--- src/rtl/vslc_servo_pkg.sv ---
// rtl/vslc_servo_pkg.sv - shared constants and helpers for the servo scheduler
package vslc_servo_pkg;

    localparam int N_CH_MAX = 4;

    localparam logic [15:0] DIV_DEFAULT  = 16'd99;
    localparam logic [15:0] FREQ_DEFAULT = 16'd1999;

    localparam logic [3:0] ADDR_DIV_LO  = 4'd0;
    localparam logic [3:0] ADDR_DIV_HI  = 4'd1;
    localparam logic [3:0] ADDR_FREQ_LO = 4'd2;
    localparam logic [3:0] ADDR_FREQ_HI = 4'd3;
    localparam logic [3:0] ADDR_MASK    = 4'd4;
    localparam logic [3:0] ADDR_CH_BASE = 4'd8;

    // Isolates the lowest set bit; zero in, zero out.
    function automatic logic [N_CH_MAX-1:0] lowest_set(input logic [N_CH_MAX-1:0] v);
        return v & (~v + {{(N_CH_MAX-1){1'b0}}, 1'b1});
    endfunction

endpackage

--- src/rtl/vslc_servo_if.sv ---
// rtl/vslc_servo_if.sv - host byte-write port of the servo scheduler
interface vslc_servo_if;
    logic       wr_valid;
    logic       wr_ready;
    logic [3:0] wr_addr;
    logic [7:0] wr_data;
    logic       wr_err;

    modport master (output wr_valid, wr_addr, wr_data, input wr_ready, wr_err);
    modport slave  (input wr_valid, wr_addr, wr_data, output wr_ready, wr_err);
endinterface

--- src/rtl/vslc_servo_tick.sv ---
// rtl/vslc_servo_tick.sv - 16-bit prescaler producing a one-clk tick every div+1 clk
module vslc_servo_tick (
    input  logic        clk,
    input  logic        rst,
    input  logic [15:0] div,
    output logic        tick
);

    logic [15:0] cnt;

    always_ff @(posedge clk) begin
        if (rst) begin
            cnt  <= 16'd0;
            tick <= 1'b0;
        end else begin
            tick <= (cnt == div);
            cnt  <= (cnt == div) ? 16'd0 : cnt + 16'd1;
        end
    end

endmodule

--- src/rtl/tt_um_jimktrains_vslc_servo_sched.sv ---
// rtl/tt_um_jimktrains_vslc_servo_sched.sv - shadowed servo config, frame scheduler and enable ramp
module tt_um_jimktrains_vslc_servo_sched
    import vslc_servo_pkg::*;
#(
    parameter int          N_CH     = 4,
    parameter logic [15:0] DIV_RST  = DIV_DEFAULT,
    parameter logic [15:0] FREQ_RST = FREQ_DEFAULT
) (
    input  logic                clk,
    input  logic                rst,
    vslc_servo_if.slave         wr,
    output logic                servo_clk,
    output logic                frame_start,
    output logic [15:0]         servo_freq_val,
    output logic [8*N_CH-1:0]   servo_set_val,
    output logic [8*N_CH-1:0]   servo_reset_val,
    output logic [N_CH-1:0]     servo_enabled,
    output logic                commit_pending
);

    logic [15:0]         sh_div, sh_freq, act_div, act_freq, frame_cnt, div_eff;
    logic [7:0]          sh_set [N_CH];
    logic [7:0]          sh_rst [N_CH];
    logic [7:0]          act_set[N_CH];
    logic [7:0]          act_rst[N_CH];
    logic [N_CH-1:0]     req, en_q, en_next;
    logic [N_CH_MAX-1:0] pend_w, ramp_w;
    logic                tick, commit, wr_fire, in_map, err_q, pending_q;

    assign commit = tick && (frame_cnt == act_freq);

    // The commit tick already counts with the new divider, so the very next period uses it.
    assign div_eff = commit ? sh_div : act_div;

    vslc_servo_tick u_tick (
        .clk  (clk),
        .rst  (rst),
        .div  (div_eff),
        .tick (tick)
    );

    assign wr.wr_ready = ~commit;
    assign wr_fire     = wr.wr_valid && wr.wr_ready;
    assign in_map      = wr.wr_addr[3] ? ({1'b0, wr.wr_addr[2:1]} < 3'(N_CH))
                                       : (wr.wr_addr <= ADDR_MASK);

    assign pend_w  = N_CH_MAX'(req & ~en_q);
    assign ramp_w  = lowest_set(pend_w);
    assign en_next = en_q | ramp_w[N_CH-1:0];

    always_ff @(posedge clk) begin
        if (rst) begin
            sh_div    <= DIV_RST;
            sh_freq   <= FREQ_RST;
            act_div   <= DIV_RST;
            act_freq  <= FREQ_RST;
            frame_cnt <= 16'd0;
            req       <= '0;
            en_q      <= '0;
            err_q     <= 1'b0;
            pending_q <= 1'b0;
            for (int i = 0; i < N_CH; i++) begin
                sh_set[i]  <= 8'd0;
                sh_rst[i]  <= 8'd0;
                act_set[i] <= 8'd0;
                act_rst[i] <= 8'd0;
            end
        end else begin
            err_q <= wr_fire && !in_map;
            if (tick) begin
                frame_cnt <= commit ? 16'd0 : frame_cnt + 16'd1;
            end
            if (wr_fire && in_map) begin
                pending_q <= 1'b1;
                case (wr.wr_addr)
                    ADDR_DIV_LO:  sh_div[7:0]   <= wr.wr_data;
                    ADDR_DIV_HI:  sh_div[15:8]  <= wr.wr_data;
                    ADDR_FREQ_LO: sh_freq[7:0]  <= wr.wr_data;
                    ADDR_FREQ_HI: sh_freq[15:8] <= wr.wr_data;
                    ADDR_MASK: begin
                        req  <= wr.wr_data[N_CH-1:0];
                        en_q <= en_q & wr.wr_data[N_CH-1:0];
                    end
                    default: begin
                        for (int i = 0; i < N_CH; i++) begin
                            if (wr.wr_addr == ADDR_CH_BASE + 4'(2*i))   sh_set[i] <= wr.wr_data;
                            if (wr.wr_addr == ADDR_CH_BASE + 4'(2*i+1)) sh_rst[i] <= wr.wr_data;
                        end
                    end
                endcase
            end
            // wr_ready is low here, so this never collides with the write path above.
            if (commit) begin
                act_div   <= sh_div;
                act_freq  <= sh_freq;
                en_q      <= en_next;
                pending_q <= |(req & ~en_next);
                for (int i = 0; i < N_CH; i++) begin
                    act_set[i] <= sh_set[i];
                    act_rst[i] <= sh_rst[i];
                end
            end
        end
    end

    for (genvar g = 0; g < N_CH; g++) begin : g_out
        assign servo_set_val[8*g +: 8]   = act_set[g];
        assign servo_reset_val[8*g +: 8] = act_rst[g];
    end

    assign servo_clk      = tick;
    assign frame_start    = commit;
    assign servo_freq_val = act_freq;
    assign servo_enabled  = en_q;
    assign commit_pending = pending_q;
    assign wr.wr_err      = err_q;

endmodule
--- src/flat_wrapper.sv ---
// flat-port wrapper written by rule: the top's interface ports become plain ports
module tt_um_jimktrains_vslc_servo_sched_flat import vslc_servo_pkg::*;
#(
    parameter int          N_CH     = 4,
    parameter logic [15:0] DIV_RST  = DIV_DEFAULT,
    parameter logic [15:0] FREQ_RST = FREQ_DEFAULT
)
  (clk, rst, servo_clk, frame_start, servo_freq_val, servo_set_val, servo_reset_val, servo_enabled, commit_pending, wr_wr_valid, wr_wr_addr, wr_wr_data, wr_wr_ready, wr_wr_err);
  vslc_servo_if wr_i ();
  input  logic clk;
  input  logic rst;
  output logic servo_clk;
  output logic frame_start;
  output logic [15:0] servo_freq_val;
  output logic [8*N_CH-1:0] servo_set_val;
  output logic [8*N_CH-1:0] servo_reset_val;
  output logic [N_CH-1:0] servo_enabled;
  output logic commit_pending;
  input wire logic [$bits(wr_i.wr_valid)-1:0] wr_wr_valid;
  input wire logic [$bits(wr_i.wr_addr)-1:0] wr_wr_addr;
  input wire logic [$bits(wr_i.wr_data)-1:0] wr_wr_data;
  output wire logic [$bits(wr_i.wr_ready)-1:0] wr_wr_ready;
  output wire logic [$bits(wr_i.wr_err)-1:0] wr_wr_err;
  assign wr_i.wr_valid = wr_wr_valid;
  assign wr_i.wr_addr = wr_wr_addr;
  assign wr_i.wr_data = wr_wr_data;
  assign wr_wr_ready = wr_i.wr_ready;
  assign wr_wr_err = wr_i.wr_err;
  tt_um_jimktrains_vslc_servo_sched #(.N_CH(N_CH), .DIV_RST(DIV_RST), .FREQ_RST(FREQ_RST)) u_core (.clk(clk), .rst(rst), .wr(wr_i), .servo_clk(servo_clk), .frame_start(frame_start), .servo_freq_val(servo_freq_val), .servo_set_val(servo_set_val), .servo_reset_val(servo_reset_val), .servo_enabled(servo_enabled), .commit_pending(commit_pending));
endmodule
--- config.mk ---
export PLATFORM = sky130hd
export DESIGN_NAME = tt_um_jimktrains_vslc_servo_sched_flat
export DESIGN_NICKNAME = d
export VERILOG_FILES = /design/src/rtl/vslc_servo_pkg.sv /design/src/rtl/vslc_servo_if.sv /design/src/rtl/vslc_servo_tick.sv /design/src/rtl/tt_um_jimktrains_vslc_servo_sched.sv /design/src/flat_wrapper.sv
export SDC_FILE = /design/constraint.sdc
export NUM_CORES = 1
export LEC_CHECK = 0
export ABC_CLOCK_PERIOD_IN_PS = 2760
export CELL_PAD_IN_SITES_DETAIL_PLACEMENT = 1
export CELL_PAD_IN_SITES_GLOBAL_PLACEMENT = 1
export CORE_MARGIN = 5
export CORE_UTILIZATION = 41
export DETAILED_ROUTE_END_ITERATION = 8
export PLACE_DENSITY_LB_ADDON = 0.1
export SLEW_MARGIN = 20
export SYNTH_ARGS = -nofsm -noshare
export SYNTH_HDL_FRONTEND = slang
export SYNTH_HIERARCHICAL = 1
export SYNTH_SLANG_ARGS = --single-unit
--- constraint.sdc ---
create_clock -name clk -period 2.76 [get_ports clk]
set_input_delay 0.276 -clock clk [delete_from_list [all_inputs] [get_ports clk]]
set_output_delay 0.276 -clock clk [all_outputs]
set_load 0.03 [all_outputs]
==> results.toml <==
[place]
io_buffer_count = 103
dp_hpwl_mm = 17.5
place.gp.congestion = 0.794
dpl_cell_area_um2 = 11400

[timing]
slew_headroom = 0.502
final_min_period_over_clock_period = 1.02
worst_skew_ns = 0.0194
final_hold_viol_count = 0
fmaxAchievable_ghz = 0.356
worst_slack_ns = -0.0474
report.final.setup_viol = 16
setup_repair_after_global_routing_missed_its_margin = "true"
report.final.slew_viol_count = 0
clock_period_minus_worst_slack_ns = 2.81
fin_tns_setup_ns = -0.407
max_slew.worst_pin.slew_ns = 0.742

[detailed_routing]
drt-initial-drc-count = 417
finalWirelength_mm = 25.9
route.detailed.drc = 0
route.detailed.wl_per_inst_um = 19.1
route.vias.total = 6910
drt-vias-per-instance = 5.10
detail_route.first_pass.iterations = 7
final_antenna_net_count = 0

[logic_synthesis]
synth.area.mux_share = 0.0365
mappedNetlistNets = 872
yosysWarningCount = 6
leading_cell_type_by_number_of_instances_after_synthesis = "edfxtp_1"
post_synth_fa_ha_maj_area_fraction = 0.00365
synthDistinctLibCells = 55
synth_enable_flop_cells = 128
post_synth_instance_area_um2 = 9600
synthFlopType = "edfxtp_1"
synth-compound-area-share = 0.0606
yosysTopAreaCell = "edfxtp_1"
synth-xor-area-share = 0.0547
post_synth_and_or_nand_nor_area_fraction = 0.193
post_synth_inst_count = 855
commonest_cells_in_the_synthesized_netlist = "edfxtp_1 (128), nor2_1 (124), dfxtp_1 (107), nand2_1 (74), nand3_1 (57)"
synth.area.top_cells = "edfxtp_1 (40%), dfxtp_1 (22%), nor2_1 (4.8%)"
dominant_combinational_cell_family_by_area_after_synthesis = "simple AND/OR/NAND/NOR gates"
async_flop_share = 0
post-synth-top-area-fraction = 0.400
synth_seq_area_share = 0.624
mean_area_per_synthesized_cell_um2 = 11.2
ys_seq_elements = 235

[floorplan]
floorplan.die.width_um = 163
floorplan.io_pins = 104
full_die_area_um2 = 26600
initial_core_util = 0.413
site_rows = 56
die-height_um = 163
placeableCoreArea_um2 = 23300

[status]
run_status = "complete, but fails checks"
violations = "setup timing"

[worst_setup_path]
max_stage_delay_ns = 0.41
cpMaxStageDelayCell = "nor4_2"
critical-path-top-delay-family = "simple AND/OR/NAND/NOR gates"
critical_path.startpoint_type = "flop"
crit_fanout = 8
critical_path_required_ns = 3.16
timing.reg2reg.worst_path_depth = 12
timing.setup.critical_path_class = "reg -> reg"
critPathCaptureType = "flop"
setup.reg_to_reg.worst_slack_ns = -0.05
worst_r2r_startpoint = "u_core/frame_cnt[14]"
crit-reg2reg-capture = "u_core/u_tick/cnt[5]"
timing.critical_path.arrival_ns = 3.21
critical_path_buf_inv_count = 3
worstPathCellList = "xor2_1, nor4_2, buf_4, nand3_4, clkbuf_16, o21ai_0, nand2_1, xor2_1, nor4_2, a41o_4, clkbuf_16, nor2_1"

[power]
power.net_switching_mw = 1.71
leakagePower_nw = 4.69
cellInternalPower_mw = 6.19
worst_vdd_rail_ir_drop_uv = 423
sequentialPowerShare = 0.484
combinational_share_of_power = 0.055
power.clock.fraction = 0.461
netSwitchingFraction = 0.216
p_per_area_nw_per_um2 = 626

[grt]
gr-usage-all-layers = 0.188
first_global_vias = 7348
grt_first_pass_wirelength_mm = 40.0
gr-total-overflow = 0
antenna_found_initial = 0
grt_max_degree = 81

[cells_and_area]
design.final.nets = 1034
syn2layout_area_growth_pct = 31.4
finalInstanceArea_um2 = 12600
antenna-diode-count = 0
post_route_cells_drive_above_1_share = 0.206

[min_path]
timing.hold.worst.start = "rst"
hold-path-endpoint = "u_core/sh_freq[7]"
min-delay-path-class = "in -> reg"
hold_depth = 3

[clock_network]
cts_tree = "done"
cts-buffers-inserted = 26
hold_buffers = 0
cts.htree.levels = 1
clk_root_buffer_cell = "clkbuf_16"
cts.reportedPaths.clkPinSlew_ns = 0.06
clkLatencyLatePin_ns = 0.53
cts_max_path_buffers = 3
cts_num_sinks = 235

[run]
max_cap_violations = 0
-- state kept, by name, indices dropped and copies added (netlist names), 4 cells and up --
signal                 count
u_core/act_rst            32
u_core/act_set            32
u_core/sh_rst             32
u_core/sh_set             32
u_core/act_div            16
u_core/frame_cnt          16
u_core/servo_freq_val     16
u_core/sh_div             16
u_core/sh_freq            16
u_core/u_tick/cnt         16
u_core/req                 4
u_core/servo_enabled       4
-- cell type report --
| type | instances | area, µm² |
|---|---|---|
| Inverter | 11 | 41.3 |
| Timing Repair Buffer | 180 | 1760 |
| Fill cell | 2466 | 10700 |
| Multi-Input combinational cell | 563 | 3500 |
| Clock buffer | 31 | 691 |
| Tap cell | 319 | 399 |
| Clock inverter | 17 | 215 |
| Sequential cell | 235 | 6000 |
-- what timing repair did --
item | in CTS | in global routing
buffers inserted | 4 | 4
cloned | 0 | 3
gates resized for setup | 23 | 31
pin swaps | 3 | 9
endpoints found under the setup margin | 18 | 18
-- cell families after synthesis --
logic type                 after synthesis
muxes                                   35
xor gates and xnor gates                60
adders and majority gates                3
buffers and inverters                   57
DFF                                    235
and+or+nand+nor                        372
AOI/OAI and AO/OA                       93
-- worst max-delay path by stage --
stage,startpoint,to,cells after the start
floorplan,u_core/servo_freq_val[0],u_core/u_tick/cnt[4],13
global placement,u_core/frame_cnt[13],u_core/u_tick/cnt[15],13
detailed placement,u_core/frame_cnt[13],u_core/u_tick/cnt[15],13
CTS,u_core/servo_freq_val[7],u_core/u_tick/cnt[15],13
global route,u_core/frame_cnt[14],u_core/u_tick/cnt[5],13
finish,u_core/frame_cnt[14],u_core/u_tick/cnt[5],12
-- routing by layer --
| layer | vias up | wire length, µm | track usage |
|---|---|---|---|
| met4 | 0 | 596 | 0.0541 |
| met1 | 3416 | 10800 | 0.232 |
| li1 | 3275 | - | - |
| met3 | 49 | 1180 | 0.0313 |
| met2 | 170 | 13300 | 0.339 |
| met5 | - | 0 | 0 |
-- through the flow --
step                setup WS, ns   util  total power, mW  instances  hold WS, ns
floorplan                 0.0268      -             4.11        855        0.341
global placement         0.00113  0.490             4.31       1297        0.449
detailed placement       -0.0946  0.490             4.33       1297        0.456
CTS                     -0.00910  0.533             7.98       1349        0.163
global route              -0.152  0.542             8.16       1356        0.187
finish                   -0.0474  0.542             7.90       1356        0.195
-- worst min-delay path: stages --
cell	delay, ns
buf_2	0.20
nor2_1	0.12
mux2i_1	0.07
-- power by group through the flow --
stage          Combinational [mW]  Clock, mW  Sequential, mW
4_1_cts                     0.432       3.73            3.82
6_report                    0.434       3.65            3.82
5_1_grt                     0.458       3.87            3.83
3_3_place_gp                0.419          0            3.89
2_1_floorplan               0.120          0            3.99
3_5_place_dp                0.429          0            3.90
-- layout by cell type, fill, tap and decap left out, types with 4 or more instances in the layout --
cell type,instances
a21oi_1,22
bufinv_16,5
o21ai_0,26
xor2_1,35
dfxtp_2,14
nand2b_1,7
clkinv_2,4
clkdlybuf4s50_1,100
nor2_1,124
clkbuf_16,30
clkbuf_1,4
nor3_1,10
nor4_2,5
and2_2,43
nand3_1,54
inv_1,11
a211o_1,4
xnor2_1,25
dfxtp_1,93
edfxtp_1,128
o21ai_1,7
nand4_1,9
and2_1,21
mux2i_1,35
o21ai_2,10
clkinv_1,5
nor4_1,4
o21ai_4,4
buf_4,66
nand2_1,71
buf_12,9
Power figures use the tool's default switching activity.
